`src/rtl/boot_progress_monitor.sv`:
```
// Boot-sequence checker for the QSPI-to-IRAM bootloader path.
// Counts QSPI read starts and IRAM word writes across NUM_CH write ports.
// Checks that each port's write address never decreases.
// Watches the fetch PC and reports PASS on the jump to BOOT_TARGET.
// Reports FAIL on a trap, an early jump, a decreasing address or a timeout.
module boot_progress_monitor #(
  parameter int                ADDR_W      = 32,
  parameter int                NUM_CH      = 2,
  parameter int                CNT_W       = 16,
  parameter logic [ADDR_W-1:0] BOOT_TARGET = 32'h0010_0000,
  parameter logic [ADDR_W-1:0] TRAP_ADDR   = 32'hFFFF_FE44,
  parameter int                MIN_WORDS   = 4,
  parameter int                TIMEOUT_CYC = 25000
) (
  input  logic                         clk,
  input  logic                         rst,
  input  logic                         arm_i,
  input  logic                         qspi_start_i,
  input  logic [NUM_CH-1:0]            wr_fire_i,
  input  logic [NUM_CH*ADDR_W-1:0]     wr_addr_i,
  input  logic                         pc_valid_i,
  input  logic [ADDR_W-1:0]            pc_i,
  output logic [1:0]                   state_o,
  output logic [CNT_W-1:0]             qspi_cnt_o,
  output logic [CNT_W-1:0]             word_cnt_o,
  output logic [2:0]                   err_code_o,
  output logic [$clog2(NUM_CH):0]      err_ch_o,
  output logic                         done_o
);

  localparam int CH_W  = $clog2(NUM_CH) + 1;
  localparam int PC_W  = $clog2(NUM_CH + 1);
  localparam int SUM_W = CNT_W + PC_W + 1;
  localparam logic [CNT_W-1:0] CNT_MAX = {CNT_W{1'b1}};

  localparam logic [2:0] ERR_NONE    = 3'd0;
  localparam logic [2:0] ERR_TRAP    = 3'd1;
  localparam logic [2:0] ERR_NONMONO = 3'd2;
  localparam logic [2:0] ERR_EARLY   = 3'd3;
  localparam logic [2:0] ERR_TIMEOUT = 3'd4;

  typedef enum logic [1:0] {
    ST_IDLE = 2'b00,
    ST_BOOT = 2'b01,
    ST_PASS = 2'b10,
    ST_FAIL = 2'b11
  } state_t;

  // Number of ports firing in this cycle.
  function automatic logic [PC_W-1:0] popcount(input logic [NUM_CH-1:0] v);
    logic [PC_W-1:0] cnt;
    cnt = '0;
    for (int i = 0; i < NUM_CH; i++) begin
      cnt = cnt + PC_W'(v[i]);
    end
    return cnt;
  endfunction

  // Counter increment that sticks at all-ones instead of wrapping.
  function automatic logic [CNT_W-1:0] sat_add(input logic [CNT_W-1:0] a,
                                               input logic [PC_W-1:0]  b);
    logic [SUM_W-1:0] sum;
    sum = SUM_W'(a) + SUM_W'(b);
    if (sum > SUM_W'(CNT_MAX)) begin
      return CNT_MAX;
    end else begin
      return sum[CNT_W-1:0];
    end
  endfunction

  state_t              r_state;
  state_t              w_state_nxt;
  logic [2:0]          r_err;
  logic [2:0]          w_err_nxt;
  logic [CH_W-1:0]     r_err_ch;
  logic [CH_W-1:0]     w_err_ch_nxt;
  logic                r_done;
  logic [CNT_W-1:0]    r_qspi_cnt;
  logic [CNT_W-1:0]    r_word_cnt;
  logic [31:0]         r_timer;
  logic [ADDR_W-1:0]   r_last [NUM_CH];
  logic [NUM_CH-1:0]   r_seen;

  logic [CNT_W-1:0]    w_word_inc;
  logic                w_trap;
  logic                w_jump;
  logic                w_enough;
  logic                w_timeout;
  logic                w_nonmono;
  logic [CH_W-1:0]     w_nm_ch;

  // Event detection on the sampled inputs, shared by FSM and datapath.
  always_comb begin
    w_word_inc = sat_add(r_word_cnt, popcount(wr_fire_i));
    w_trap     = pc_valid_i && (pc_i == TRAP_ADDR);
    w_jump     = pc_valid_i && (pc_i == BOOT_TARGET);
    // The word count used for the jump check includes this cycle's writes.
    w_enough   = (int'(w_word_inc) >= MIN_WORDS);
    w_timeout  = (TIMEOUT_CYC != 0) && (r_timer == 32'(TIMEOUT_CYC - 1));
    w_nonmono  = 1'b0;
    w_nm_ch    = '0;
    // Scan from the top so the lowest offending port index is kept.
    for (int k = NUM_CH - 1; k >= 0; k--) begin
      if (wr_fire_i[k] && r_seen[k] &&
          (wr_addr_i[k*ADDR_W +: ADDR_W] < r_last[k])) begin
        w_nonmono = 1'b1;
        w_nm_ch   = CH_W'(k);
      end else begin
        w_nonmono = w_nonmono;
      end
    end
  end

  // FSM state, latched error code/port and sticky done flag.
  always_ff @(posedge clk) begin
    if (rst) begin
      r_state  <= ST_IDLE;
      r_err    <= ERR_NONE;
      r_err_ch <= '0;
      r_done   <= 1'b0;
    end else begin
      r_state  <= w_state_nxt;
      r_err    <= w_err_nxt;
      r_err_ch <= w_err_ch_nxt;
      r_done   <= (w_state_nxt == ST_PASS) || (w_state_nxt == ST_FAIL);
    end
  end

  // Next-state decision with fixed event priority:
  // trap, non-monotonic, early jump, pass, timeout.
  always_comb begin
    w_state_nxt  = r_state;
    w_err_nxt    = r_err;
    w_err_ch_nxt = r_err_ch;
    case (r_state)
      ST_IDLE: begin
        if (arm_i) begin
          w_state_nxt = ST_BOOT;
        end else begin
          w_state_nxt = ST_IDLE;
        end
      end
      ST_BOOT: begin
        if (w_trap) begin
          w_state_nxt = ST_FAIL;
          w_err_nxt   = ERR_TRAP;
        end else if (w_nonmono) begin
          w_state_nxt  = ST_FAIL;
          w_err_nxt    = ERR_NONMONO;
          w_err_ch_nxt = w_nm_ch;
        end else if (w_jump && !w_enough) begin
          w_state_nxt = ST_FAIL;
          w_err_nxt   = ERR_EARLY;
        end else if (w_jump) begin
          w_state_nxt = ST_PASS;
        end else if (w_timeout) begin
          w_state_nxt = ST_FAIL;
          w_err_nxt   = ERR_TIMEOUT;
        end else begin
          w_state_nxt = ST_BOOT;
        end
      end
      ST_PASS: w_state_nxt = ST_PASS;
      ST_FAIL: w_state_nxt = ST_FAIL;
      default: begin
        w_state_nxt  = ST_IDLE;
        w_err_nxt    = ERR_NONE;
        w_err_ch_nxt = '0;
      end
    endcase
  end

  // Counters, timer and per-port address tracking; frozen outside BOOT.
  always_ff @(posedge clk) begin
    if (rst) begin
      r_qspi_cnt <= '0;
      r_word_cnt <= '0;
      r_timer    <= '0;
      r_seen     <= '0;
      for (int k = 0; k < NUM_CH; k++) begin
        r_last[k] <= '0;
      end
    end else begin
      case (r_state)
        ST_IDLE: begin
          r_qspi_cnt <= '0;
          r_word_cnt <= '0;
          r_timer    <= '0;
          r_seen     <= '0;
        end
        ST_BOOT: begin
          r_qspi_cnt <= sat_add(r_qspi_cnt, PC_W'(qspi_start_i));
          r_word_cnt <= w_word_inc;
          if (TIMEOUT_CYC != 0) begin
            r_timer <= r_timer + 32'd1;
          end else begin
            r_timer <= r_timer;
          end
          for (int k = 0; k < NUM_CH; k++) begin
            if (wr_fire_i[k]) begin
              r_last[k] <= wr_addr_i[k*ADDR_W +: ADDR_W];
              r_seen[k] <= 1'b1;
            end else begin
              r_last[k] <= r_last[k];
            end
          end
        end
        default: begin
          r_qspi_cnt <= r_qspi_cnt;
          r_word_cnt <= r_word_cnt;
        end
      endcase
    end
  end

  assign state_o    = r_state;
  assign qspi_cnt_o = r_qspi_cnt;
  assign word_cnt_o = r_word_cnt;
  assign err_code_o = r_err;
  assign err_ch_o   = r_err_ch;
  assign done_o     = r_done;

endmodule

```
`config.mk`:
```
export PLATFORM = sky130hd
export DESIGN_NAME = boot_progress_monitor
export DESIGN_NICKNAME = d
export VERILOG_FILES = /design/src/rtl/boot_progress_monitor.sv
export SDC_FILE = /design/constraint.sdc
export NUM_CORES = 1
export LEC_CHECK = 0
export BUFFER_PORTS_ARGS = -buffer_cell sky130_fd_sc_hd__clkbuf_2
export CAP_MARGIN = 20
export CORE_MARGIN = 3
export CORE_UTILIZATION = 35
export CTS_CLUSTER_DIAMETER = 60
export DETAILED_ROUTE_END_ITERATION = 10
export GPL_TIMING_DRIVEN = 0
export PLACE_DENSITY = 0.61
export SYNTH_ARGS = -nofsm -noshare
export SYNTH_HDL_FRONTEND = slang
export SYNTH_SLANG_ARGS = --single-unit
export TNS_END_PERCENT = 1
```
`constraint.sdc`:
```
create_clock -name clk -period 7.65 [get_ports clk]
set_input_delay 0.765 -clock clk [delete_from_list [all_inputs] [get_ports clk]]
set_output_delay 0.765 -clock clk [all_outputs]
set_load 0.02 [all_outputs]
```
==> out/metrics.yaml <==
sta:
  worst_slew_pin_slew_ns: 0.847
  drv_slew: 0
  rsz0062_at_grt: "false"
  max_clock_freq_mhz: 331
  tns_ns: 0
  min_period_ns: 3.02
  skew_ns: 0.00887
  slew-limit-headroom: 0.431
  layout_worst_path_cycle_share: 0.395
  finalSetupViolations: 0
  hold_violations: 0
clock_network:
  cts_tree: "built"
  postCtsSetupRepairBufs: 0
  cts_max_path_buffers: 2
  htreeDepth: 4
  clk_latency_ns: 0.42
  cts.repair.resized: 0
  postCtsHoldBufs: 0
  numCtsBuffers: 17
  root_buffer: "clkbuf_16"
  cts_sinks: 136
  clk_pin_slew_worst_paths_ns: 0.06
logic_synthesis:
  synth.net_count: 1038
  synth_common_cells: "77 x inv_1, 72 x dfxtp_1, 72 x nand2_1, 67 x ha_1, 66 x and2_1"
  synth.most_common_cell: "inv_1"
  synthFlopType: "dfxtp_1"
  synth_cells: 867
  synth_area_sq_um: 8030
  ys_ff_latch: 136
  synth_edf_count: 64
  synth_top_cell_by_area: "edfxtp_1"
  yosysUniqueCellTypes: 77
  ys_seq_area_frac: 0.419
  avgSynthCellArea_sq_um: 9.26
  synth_top_area_share: 0.239
  ys_async_sr_fraction: 0
  ys_top_cells_by_area: "edfxtp_1 24%, dfxtp_1 18%, ha_1 10%, and2_1 5.1%, o21ai_0 3.9%"
  ys_warn_count: 0
finish:
  layout.nets: 1199
  fillers: 2173
  insertedDiodeCount: 0
  final_cells: 1321
  drive_above_1_share: 0.204
  area_delta_synth_final_pct: 21.7
setup_path:
  cp_top_family: "simple AND/OR/NAND/NOR gates"
  critPathKind: "primary input to register"
  worstPathArrival_ns: 3.29
  critPathBufInv: 1
  r2r-end: "err_code_o[2]$_SDFFE_PP0P_"
  reg2reg_depth: 9
  crit_fanout: 8
  cpPeakStageDelay_ns: 0.42
  crit_slowest_cell: "or3_1"
  r2r_slack_ns: 4.76
  cp-end-kind: "register"
  required_ns: 7.92
  crit_chain: "clkbuf_2, fa_1, ha_1, nand3_2, or3_1, or2_0, and4_4, a21bo_1, o311ai_1, a221oi_2"
  rr_startpoint: "word_cnt_o[0]$_SDFFE_PP0P_"
  start_kind: "primary input"
grt:
  grt_pass1_vias: 6333
  grt_first_pass_wirelength_mm: 31.8
  grt_start_max_net_pins: 24
  track_usage: 0.161
  antenna_found_initial: 0
  grt-ovfl-total: 0
hold_path:
  hold_end: "qspi_cnt_o[0]$_SDFFE_PP0P_"
  min_from: "qspi_cnt_o[0]$_SDFFE_PP0P_"
  worstHoldPathType: "register to register"
  hold_depth: 2
pwr:
  power.total_mw: 1.88
  ir_drop_mv: 0.145
  p_per_area_nw_per_um2: 193
  p_leak_nw: 4.12
drt:
  route.vias.total: 6736
  drt_iter0_markers: 329
  first_pass_iters: 6
  wl_per_cell_microns: 14.9
  drtAntennaViolNets: 0
  drc: 0
  routed_wl_mm: 19.7
  via_per_inst: 5.10
outcome:
  run_status: "finished, final reports clean"
place:
  port_buffers: 140
  place_congestion: 0.853
  post-dp-hpwl_mm: 15.0
  place_inst: 1289
flow_run:
  maxCapViolations: 0
die:
  die_height_microns: 157
  start_util: 0.362
  core_area_sq_um: 22200
  ios: 143
  dieArea_sq_um: 24800
  rows: 54
  die_width_microns: 157
[layer usage]
metal	vias up	GRT usage	wire (microns)
li1	3436	-	-
met1	3089	0.218	9390
met2	191	0.259	8800
met3	20	0.0338	1230
met4	0	0.0488	274
met5	-	0	0
[placed cells by master, fill, tap and decap left out, types with 22 or more instances in the layout]
| master | count |
|---|---|
| inv_1 | 77 |
| edfxtp_1 | 64 |
| clkbuf_1 | 22 |
| and2_1 | 66 |
| nand3_1 | 28 |
| ha_1 | 67 |
| o21ai_0 | 62 |
| clkbuf_2 | 141 |
| nor2_1 | 53 |
| xor2_1 | 22 |
| nand4_1 | 25 |
| nand2_1 | 72 |
| dfxtp_1 | 72 |
| a21oi_1 | 42 |
[cells by family (layout without fill, tap and decap cells)]
group / count (synthesis) / after routing / share of synthesized area
mux: 2 / 2 / 0.00249
fa+ha+maj: 68 / 68 / 0.107
simple gates: 346 / 346 / 0.242
xor+xnor: 30 / 30 / 0.0327
flops: 136 / 136 / 0.419
other cells: 1 / 1 / 0.000467
compound gates: 170 / 170 / 0.138
buf+inv: 114 / 288 / 0.0587
[where the power goes]
part / total [mW] / switching, mW / internal [mW]
Combinational: 0.189 / 0.106 / 0.0826
Clock: 0.896 / 0.319 / 0.577
Sequential: 0.799 / 0.00863 / 0.791
[cell type report]
cell class                 count  area, sq um  share of cell area
multi-input combinational    617         4200               0.429
sequential                   136         3360               0.344
clock inverter                13          203              0.0207
timing repair buffer         142          756              0.0773
buffer                        35          175              0.0179
clock buffer                  19          433              0.0443
tap                          280          350              0.0359
inverter                      79          297              0.0303
[state kept, by name, summed over array words and instances (netlist names)]
signal	flops
r_timer	32
err_ch_o	1
err_code_o	3
state_o	2
word_cnt_o	16
r_last	64
r_seen	2
qspi_cnt_o	16
[per-stage QoR]
step | area (sq um) | setup slack (ns) | hold WS, ns | utilization
final | 9770 | 4.63 | 0.465 | 0.441
after global routing | 9770 | 4.49 | 0.493 | 0.441
after CTS | 9770 | 4.66 | 0.471 | 0.441
after detailed placement | 9140 | 4.21 | 0.463 | 0.412
after global placement | 9080 | 4.20 | 0.449 | 0.410
after floorplan | 8030 | 4.74 | 0.442 | -
[worst max path at each step]
stage | end | slack (ns) | start | cells past startpoint
after global routing | err_code_o[2]$_SDFFE_PP0P_ | 4.49 | wr_fire_i[1] | 10
final | err_code_o[2]$_SDFFE_PP0P_ | 4.63 | wr_fire_i[0] | 10
after CTS | err_code_o[0]$_SDFFE_PP0P_ | 4.66 | wr_fire_i[1] | 10
after detailed placement | err_code_o[0]$_SDFFE_PP0P_ | 4.21 | wr_fire_i[1] | 10
after global placement | err_code_o[0]$_SDFFE_PP0P_ | 4.20 | wr_fire_i[1] | 10
after floorplan | err_code_o[0]$_SDFFE_PP0P_ | 4.74 | wr_fire_i[0] | 9
[tightest hold or removal path, cell delays in order (launching register included)]
cell and delay, ns:
dfxtp_1 0.33, nand2_1 0.06, nand2_1 0.04
Power figures use the tool's default switching activity.
